### config.mk
export PLATFORM = sky130hd
export DESIGN_NAME = mem_stage
export DESIGN_NICKNAME = d
export VERILOG_FILES = /design/src/rtl/mem_pkg.sv /design/src/rtl/mem_stage_load_store_align.sv /design/src/rtl/mem_stage.sv
export SDC_FILE = /design/constraint.sdc
export NUM_CORES = 1
export LEC_CHECK = 0
export CORE_ASPECT_RATIO = 1.5
export CORE_MARGIN = 10
export CORE_UTILIZATION = 25
export CTS_CLUSTER_DIAMETER = 30
export DETAILED_ROUTE_END_ITERATION = 12
export PLACE_DENSITY_LB_ADDON = 0.3
export RECOVER_POWER = 50
export SYNTH_ARGS = -nofsm -noshare
export SYNTH_HDL_FRONTEND = slang
export SYNTH_HIERARCHICAL = 1
export SYNTH_SLANG_ARGS = --single-unit
export TNS_END_PERCENT = 50
### constraint.sdc
create_clock -name clk -period 10 [get_ports clk]
set_clock_uncertainty 0.05 [all_clocks]
set_input_delay 2 -clock clk [delete_from_list [all_inputs] [get_ports clk]]
set_output_delay 2 -clock clk [all_outputs]
set_load 0.05 [all_outputs]
### src/rtl/mem_pkg.sv
// Shared definitions for the memory-access pipeline stage.
//   - funct3 access-size encodings for loads and stores
//   - FSM state encoding
//   - default abort timeout and the MEM/WB register layout
package mem_pkg;

    localparam logic [2:0] F3_B  = 3'b000;
    localparam logic [2:0] F3_H  = 3'b001;
    localparam logic [2:0] F3_W  = 3'b010;
    localparam logic [2:0] F3_BU = 3'b100;
    localparam logic [2:0] F3_HU = 3'b101;

    localparam int unsigned DEFAULT_TIMEOUT_CYCLES = 255;

    typedef enum logic [1:0] {
        S_IDLE = 2'd0,
        S_REQ  = 2'd1,
        S_WAIT = 2'd2
    } state_t;

    typedef struct packed {
        logic        enable;
        logic        memtoreg;
        logic        regwrite;
        logic [31:0] pc;
        logic [31:0] alu_result;
        logic [31:0] read_data;
        logic [4:0]  rd;
    } mem_wb_t;

endpackage

### src/rtl/mem_stage_load_store_align.sv
// Combinational lane logic for the memory stage.
//   i_funct3     access size/sign
//   i_is_store   1 for a store, 0 for a load
//   i_addr_lo    byte offset within the word
//   i_wd         store data (unaligned, low lanes)
//   i_rdata      raw read word from memory
//   o_misaligned access cannot be issued
//   o_wstrb      byte strobes (0 for loads)
//   o_wdata      lane-replicated store data
//   o_load_data  extracted and extended load result
module load_store_align
    import mem_pkg::*;
(
    input  logic [2:0]  i_funct3,
    input  logic        i_is_store,
    input  logic [1:0]  i_addr_lo,
    input  logic [31:0] i_wd,
    input  logic [31:0] i_rdata,
    output logic        o_misaligned,
    output logic [3:0]  o_wstrb,
    output logic [31:0] o_wdata,
    output logic [31:0] o_load_data
);

    logic [7:0]  w_byte;
    logic [15:0] w_half;
    logic [3:0]  w_strb;

    assign w_byte = i_rdata[{i_addr_lo, 3'b000} +: 8];
    assign w_half = i_addr_lo[1] ? i_rdata[31:16] : i_rdata[15:0];

    always_comb begin
        // NOTE: every output gets a default before the case so no path leaves
        // a variable unassigned, which would otherwise infer a latch.
        o_misaligned = 1'b1;
        w_strb       = 4'b0000;
        o_wdata      = i_wd;
        o_load_data  = i_rdata;
        case (i_funct3)
            F3_B: begin
                o_misaligned = 1'b0;
                w_strb       = 4'b0001 << i_addr_lo;
                o_wdata      = {4{i_wd[7:0]}};
                o_load_data  = {{24{w_byte[7]}}, w_byte};
            end
            F3_BU: begin
                // Unsigned encodings have no store counterpart.
                o_misaligned = i_is_store;
                o_load_data  = {24'd0, w_byte};
            end
            F3_H: begin
                o_misaligned = i_addr_lo[0];
                w_strb       = 4'b0011 << i_addr_lo;
                o_wdata      = {2{i_wd[15:0]}};
                o_load_data  = {{16{w_half[15]}}, w_half};
            end
            F3_HU: begin
                o_misaligned = i_is_store || i_addr_lo[0];
                o_load_data  = {16'd0, w_half};
            end
            F3_W: begin
                o_misaligned = (i_addr_lo != 2'b00);
                w_strb       = 4'b1111;
            end
            default: o_misaligned = 1'b1;
        endcase
        o_wstrb = i_is_store ? w_strb : 4'b0000;
    end

endmodule

### src/rtl/mem_stage.sv
// Memory-access pipeline stage: turns EX/MEM contents into valid/ready
// data-memory requests, aligns store lanes and extends load data, and
// produces the MEM/WB register. mem_stall holds upstream during an access;
// an access that runs TIMEOUT_CYCLES cycles in REQ+WAIT is aborted.
//   clk, reset           clock, async active-high reset
//   EX_MEM_*             incoming instruction fields and control
//   dmem_req_* / dmem_*  registered request channel; rsp_valid/rdata in
//   mem_stall            combinational stall to the hazard unit
//   mem_misaligned       one-cycle pulse for a misaligned access
//   mem_bus_error        one-cycle pulse for a timed-out access
//   MEM_WB_*             registered MEM/WB pipeline register
module mem_stage
    import mem_pkg::*;
#(
    parameter int unsigned TIMEOUT_CYCLES = DEFAULT_TIMEOUT_CYCLES
) (
    input  logic        clk,
    input  logic        reset,
    input  logic        EX_MEM_enable_out,
    input  logic [31:0] EX_MEM_PC,
    input  logic [31:0] EX_MEM_ALUResult,
    input  logic [31:0] EX_MEM_WriteData,
    input  logic [4:0]  EX_MEM_Rd,
    input  logic [2:0]  EX_MEM_Funct3,
    input  logic        EX_MEM_MemRead,
    input  logic        EX_MEM_MemWrite,
    input  logic        EX_MEM_MemToReg,
    input  logic        EX_MEM_RegWrite,
    output logic        dmem_req_valid,
    input  logic        dmem_req_ready,
    output logic [31:0] dmem_addr,
    output logic        dmem_we,
    output logic [31:0] dmem_wdata,
    output logic [3:0]  dmem_wstrb,
    input  logic        dmem_rsp_valid,
    input  logic [31:0] dmem_rdata,
    output logic        mem_stall,
    output logic        mem_misaligned,
    output logic        mem_bus_error,
    output logic        MEM_WB_enable_out,
    output logic        MEM_WB_MemToReg,
    output logic        MEM_WB_RegWrite,
    output logic [31:0] MEM_WB_PC,
    output logic [31:0] MEM_WB_ALUResult,
    output logic [31:0] MEM_WB_ReadData,
    output logic [4:0]  MEM_WB_Rd
);

    localparam logic [15:0] LP_COUNT_LAST = 16'(TIMEOUT_CYCLES - 1);

    state_t      r_state, w_next_state;
    logic [15:0] r_count;

    // Instruction fields captured when the access starts.
    logic [31:0] r_pc, r_alu;
    logic [4:0]  r_rd;
    logic [2:0]  r_funct3;
    logic        r_memtoreg, r_regwrite;

    logic        r_req_valid, r_we;
    logic [31:0] r_wdata;
    logic [3:0]  r_wstrb;
    mem_wb_t     r_mem_wb;
    logic        r_misaligned, r_bus_error;

    logic        w_idle, w_mem_op, w_misaligned, w_complete, w_timeout;
    logic [2:0]  w_funct3;
    logic        w_is_store;
    logic [1:0]  w_addr_lo;
    logic [3:0]  w_wstrb;
    logic [31:0] w_wdata, w_load_data;

    assign w_idle   = (r_state == S_IDLE);
    assign w_mem_op = EX_MEM_enable_out && (EX_MEM_MemRead || EX_MEM_MemWrite);

    // The lane unit sees the live instruction in IDLE (alignment, store lanes)
    // and the captured one during the access (load extraction).
    assign w_funct3   = w_idle ? EX_MEM_Funct3 : r_funct3;
    assign w_is_store = w_idle ? EX_MEM_MemWrite : r_we;
    assign w_addr_lo  = w_idle ? EX_MEM_ALUResult[1:0] : r_alu[1:0];

    load_store_align u_align (
        .i_funct3     (w_funct3),
        .i_is_store   (w_is_store),
        .i_addr_lo    (w_addr_lo),
        .i_wd         (EX_MEM_WriteData),
        .i_rdata      (dmem_rdata),
        .o_misaligned (w_misaligned),
        .o_wstrb      (w_wstrb),
        .o_wdata      (w_wdata),
        .o_load_data  (w_load_data)
    );

    always_ff @(posedge clk or posedge reset) begin
        if (reset) r_state <= S_IDLE;
        else       r_state <= w_next_state;
    end

    always_comb begin
        w_next_state = r_state;
        w_complete   = 1'b0;
        w_timeout    = 1'b0;
        mem_stall    = 1'b0;
        case (r_state)
            S_IDLE: begin
                if (w_mem_op && !w_misaligned) begin
                    mem_stall    = 1'b1;
                    w_next_state = S_REQ;
                end
            end
            S_REQ: begin
                if (r_count == LP_COUNT_LAST) begin
                    w_timeout    = 1'b1;
                    w_next_state = S_IDLE;
                end else begin
                    mem_stall = 1'b1;
                    if (dmem_req_ready) w_next_state = S_WAIT;
                end
            end
            S_WAIT: begin
                // A response in the last allowed cycle still completes.
                if (dmem_rsp_valid) begin
                    w_complete   = 1'b1;
                    w_next_state = S_IDLE;
                end else if (r_count == LP_COUNT_LAST) begin
                    w_timeout    = 1'b1;
                    w_next_state = S_IDLE;
                end else begin
                    mem_stall = 1'b1;
                end
            end
            default: w_next_state = S_IDLE;
        endcase
        // Stall is combinational from EX/MEM, so it must be masked in reset.
        if (reset) mem_stall = 1'b0;
    end

    always_ff @(posedge clk or posedge reset) begin
        if (reset) begin
            r_count      <= '0;
            r_pc         <= '0;
            r_alu        <= '0;
            r_rd         <= '0;
            r_funct3     <= '0;
            r_memtoreg   <= 1'b0;
            r_regwrite   <= 1'b0;
            r_req_valid  <= 1'b0;
            r_we         <= 1'b0;
            r_wdata      <= '0;
            r_wstrb      <= '0;
            r_mem_wb     <= '0;
            r_misaligned <= 1'b0;
            r_bus_error  <= 1'b0;
        end else begin
            // NOTE: state updates use non-blocking assignments so every register
            // samples pre-edge values regardless of statement order.
            r_misaligned <= 1'b0;
            r_bus_error  <= 1'b0;
            case (r_state)
                S_IDLE: begin
                    if (w_mem_op && !w_misaligned) begin
                        r_pc                <= EX_MEM_PC;
                        r_alu               <= EX_MEM_ALUResult;
                        r_rd                <= EX_MEM_Rd;
                        r_funct3            <= EX_MEM_Funct3;
                        r_memtoreg          <= EX_MEM_MemToReg;
                        r_regwrite          <= EX_MEM_RegWrite;
                        r_we                <= EX_MEM_MemWrite;
                        r_wdata             <= w_wdata;
                        r_wstrb             <= w_wstrb;
                        r_req_valid         <= 1'b1;
                        r_count             <= '0;
                        r_mem_wb.enable     <= 1'b0;
                        r_mem_wb.regwrite   <= 1'b0;
                    end else begin
                        // Pass-through; a misaligned memory op retires without
                        // a register write.
                        r_mem_wb.enable     <= EX_MEM_enable_out;
                        r_mem_wb.regwrite   <= EX_MEM_enable_out && EX_MEM_RegWrite && !w_mem_op;
                        r_mem_wb.memtoreg   <= EX_MEM_MemToReg;
                        r_mem_wb.pc         <= EX_MEM_PC;
                        r_mem_wb.alu_result <= EX_MEM_ALUResult;
                        r_mem_wb.rd         <= EX_MEM_Rd;
                        r_mem_wb.read_data  <= '0;
                        r_misaligned        <= w_mem_op;
                    end
                end
                S_REQ, S_WAIT: begin
                    r_count           <= r_count + 16'd1;
                    r_mem_wb.enable   <= 1'b0;
                    r_mem_wb.regwrite <= 1'b0;
                    if (r_state == S_REQ && dmem_req_ready) r_req_valid <= 1'b0;
                    if (w_complete) begin
                        r_mem_wb.enable     <= 1'b1;
                        r_mem_wb.regwrite   <= r_regwrite;
                        r_mem_wb.memtoreg   <= r_memtoreg;
                        r_mem_wb.pc         <= r_pc;
                        r_mem_wb.alu_result <= r_alu;
                        r_mem_wb.rd         <= r_rd;
                        r_mem_wb.read_data  <= r_we ? 32'd0 : w_load_data;
                    end else if (w_timeout) begin
                        r_mem_wb.enable <= 1'b1;
                        r_req_valid     <= 1'b0;
                        r_bus_error     <= 1'b1;
                    end
                end
                default: ;
            endcase
        end
    end

    assign dmem_req_valid    = r_req_valid;
    assign dmem_addr         = {r_alu[31:2], 2'b00};
    assign dmem_we           = r_we;
    assign dmem_wdata        = r_wdata;
    assign dmem_wstrb        = r_wstrb;
    assign mem_misaligned    = r_misaligned;
    assign mem_bus_error     = r_bus_error;
    assign MEM_WB_enable_out = r_mem_wb.enable;
    assign MEM_WB_MemToReg   = r_mem_wb.memtoreg;
    assign MEM_WB_RegWrite   = r_mem_wb.regwrite;
    assign MEM_WB_PC         = r_mem_wb.pc;
    assign MEM_WB_ALUResult  = r_mem_wb.alu_result;
    assign MEM_WB_ReadData   = r_mem_wb.read_data;
    assign MEM_WB_Rd         = r_mem_wb.rd;

endmodule

==> impl.org <==
** Critical path
- For the worst setup path, the data required time is 7.95 ns.
- The largest individual stage delay along the critical path comes from the cell sky130_fd_sc_hd__clkdlybuf4s50_1.
- In this design, the stage delay of the slowest critical-path cell is 0.87 ns.
- Bufs and invs on worst path :: 2
- For the worst flop-to-flop path, the logic depth is 11.
- Type of element capturing the critical path :: output pin
- Data arrival at the endpoint of the critical path :: 5.72 ns
- Of all nets on the critical path, the largest fanout is 46.
- On the critical path the largest part of the delay comes from buffers and inverters.
- Traced cell by cell, the critical path runs through dlygate4sd3_1, mux2_1, a221oi_1, nor2_1, o21ba_1, nand3_4, a211oi_1, clkdlybuf4s50_1.
- Category of the worst setup path launch point :: primary input
- The critical path runs through a total of 8 cells.
- Crit Path Class :: primary input to output pin

** Min path
- Counting instances, the worst hold path has a depth of 2.
- Path category of the worst min-delay check :: flip-flop to flip-flop

** Clocking
- The number of clock buffers added by TritonCTS is 58.
- Number of H-tree levels :: 2
- Once the clock tree was built, the resizer swapped 0 gates to a different size.
- TritonCTS built the clock tree.
- The number of hold buffers added after CTS was 0.
- Number of setup buffers added after CTS :: 0
- After clock tree synthesis, the clock-pin slew on the worst setup and hold paths is 0.04 ns.
- The clock passes through at most 3 buffers.
- Counting every sink on the clock net gives 236.
- Clock tree root driver cell :: sky130_fd_sc_hd__clkbuf_16
- Latest clock arrival within the worst-skew pair :: 0.58 ns

** Synthesis
- Post-synthesis area per instance :: 10.9 µm²
- Gate count after technology mapping :: 1,075
- Number of enable flip-flop cells after synthesis :: 0
- Count of yosys warnings during synthesis :: 6
- Library cell occupying the most area in the post-synthesis netlist :: sky130_fd_sc_hd__dfrtp_1
- Most frequently used cell type in the post-synthesis netlist :: sky130_fd_sc_hd__dfrtp_1
- Most common library cells after synthesis :: sky130_fd_sc_hd__dfrtp_1, sky130_fd_sc_hd__nor2_1, sky130_fd_sc_hd__mux2_2
- Main area contributors after synthesis :: sky130_fd_sc_hd__dfrtp_1, sky130_fd_sc_hd__mux2_2, sky130_fd_sc_hd__a221oi_2
- Flip-flop and latch count after synthesis :: 236
- After synthesis, the largest area contributor takes up 50.6% of total cell area.
- Portion of the post-synthesis area used by sequential elements :: 50.6%
- The most used flip-flop cell after synthesis is sky130_fd_sc_hd__dfrtp_1.
- The netlist uses 55 different library cells.
- The mapped netlist covers 0.0117 mm².
- Of all flip-flops after synthesis, the portion carrying an async set or reset was 100%.

** Cells and area
- Layout cell share with drive strength beyond 1 :: 23.1%
- # nets final :: 1,495
- The count of cells in the finished layout, fillers not included, comes to 1,990.
- Relative to the synthesized area, the layout overhead comes to 45.8%.

** Timing
- Subtracting the final worst setup slack from the clock period gives 7.77 ns.
- Dividing the final minimum period by the clock period gives 77.7%.
- Setup TNS :: 0 ns
- The max-slew violation count came to 282.
- Final number of hold-violating endpoints :: 0
- F_max :: 0.129 GHz
- The tightest hold path in the finished design has a slack of 0.409 ns.
- Setup violations remaining at the end of the flow were counted as 0.
- Setup slack of the critical path after layout :: 2.23 ns
- Measured against its own limit, the worst slew margin works out to -248%.
- Setup repair after global routing left no endpoint under its margin.
- For the pin with the worst max-slew slack, the measured transition is 5.19 ns.

** Place
- At the end of routability-driven placement, the weighted congestion stood at 0.819.
- Worst setup timing slack at the placement stage :: 2.78 ns
- Instance count after placement with tap cells included :: 1,878
- During placement, the flow inserted port buffers numbering 319.
- Summed over all nets, the half-perimeter wirelength after detailed placement is 27,800 µm.

** Drt
- The first routing iteration left 350 violations.
- Signal routing reaches up to met5.
- After detailed routing, the number of remaining DRC violations is 0.
- Count of TritonRoute iterations in the first routing pass :: 4
- Total number of vias :: 9,367
- Wire length on met3 :: 3220 µm
- Routed via count divided by cell count :: 4.71
- Wire segments on met2 add up to 20,500 µm in the final route.
- Final antenna-violating net count :: 0
- The detailed router put a total of 15,500 µm of wire on met1.
- Routed wire length per instance :: 20.3 µm
- Wires add up to 40,300 µm.

** Job
- Across the run, the number of max-cap violations was 4.

** GRT
- Global route total overflow :: 0
- Across every metal layer, demand over resource in global routing totals 14.0%.
- The first global-routing pass estimated 62,500 µm of wire.
- The via count of the first global-routing pass was 10,200.
- Pin count of the biggest net entering global routing :: 111
- The initial antenna violation count came to 5.

** Outcome
- Result of the run :: complete, but fails checks
- The final reports fail on max-capacitance violations, max-slew violations.

** Power and ir drop
- Total chip power :: 7.23 mW
- Power per cell area :: 425 mW/mm²
- Maximum vdd ir drop :: 0.199 mV
- P_leak :: 7.24 nW

** Floorplanning
- For this configuration, the core starts out at a cell density of 25.1%.
- Number of standard-cell rows in the floorplan :: 97
- The die covers 0.0559 mm².
- 322 I/O pins were placed.
- Die outline width :: 196 µm
- Floorplan die height :: 285 µm
- The core region is 0.0465 mm².
==> cell usage in the layout (no fill, tap or decap), types with 22 or more instances in the layout <==
cell	synthesis	layout
sky130_fd_sc_hd__dlygate4sd3_1	0	104
sky130_fd_sc_hd__dfrtp_1	236	236
sky130_fd_sc_hd__nor2_1	166	165
sky130_fd_sc_hd__o21ai_0	24	24
sky130_fd_sc_hd__a221oi_2	50	50
sky130_fd_sc_hd__mux2_2	140	139
sky130_fd_sc_hd__clkdlybuf4s50_1	0	215
sky130_fd_sc_hd__nand2_1	121	121
sky130_fd_sc_hd__nand3_1	45	44
sky130_fd_sc_hd__a221oi_1	22	22
sky130_fd_sc_hd__clkbuf_16	0	58
==> worst min-delay path: cells and delay by family, from the launching register on <==
family	cells	cell delay, ns
flops	1	0.33
simple gates	2	0.10
==> path summary, 6_finish.rpt <==
check,startpoint,endpoint,slack [ns]
hold / removal,MEM_WB_ReadData[24],MEM_WB_ReadData[24],0.41
min in group asynchronous,reset,dmem_wdata[29],3.45
setup / recovery,EX_MEM_Funct3[1],mem_stall,2.23
setup reg to reg,r_state[0],MEM_WB_ReadData[18],4.82
hold reg to reg,MEM_WB_ReadData[24],MEM_WB_ReadData[24],0.41
max in group asynchronous,reset,r_alu[7],2.97
==> kinds of logic after synthesis <==
| group | after synthesis | share of synthesized area, % |
|---|---|---|
| buffers and inverters | 133 | 6.45 |
| muxes | 150 | 14.5 |
| DFF | 236 | 50.6 |
| and+or+nand+nor | 380 | 13.9 |
| other | 1 | 0.0321 |
| adders and majority gates | 6 | 0.643 |
| AOI/OAI and AO/OA | 169 | 14.0 |
==> routing by layer <==
metal	vias to the layer above	GRT usage, %
met4	2	5.82
li1	4365	-
met1	4622	15.8
met3	58	4.19
met5	-	0
met2	320	24.0
==> state kept, by name, summed over array words and instances, names as in the netlist, 2 cells and up <==
register          count
r_state               2
MEM_WB_PC            32
r_alu                32
r_pc                 32
r_rd                  5
dmem_wdata           32
MEM_WB_ALUResult     32
MEM_WB_Rd             5
MEM_WB_ReadData      32
dmem_wstrb            4
r_funct3              3
r_count              16
==> power breakdown <==
| part | switching [mW] | total [mW] | internal, mW |
|---|---|---|---|
| Sequential | 0.247 | 1.63 | 1.39 |
| Combinational | 2.48 | 3.72 | 1.25 |
| Clock | 0.639 | 1.87 | 1.23 |
==> area by class of cell <==
cell class	count	area, µm²
timing repair buffer	332	3290
multi-input combinational	707	5060
clock buffer	69	1570
sequential	236	5910
clock inverter	39	415
antenna	4	10.0
inverter	9	36.3
fill	4619	29500
tap	594	743
==> metrics by stage <==
stage	area [µm²]	util (%)
global placement	15000	32.4
CTS	17000	36.6
floorplan	11700	-
global route	17000	36.6
finish	17000	36.6
detailed placement	15000	32.4
No activity file was read; power rests on OpenSTA's default activity.
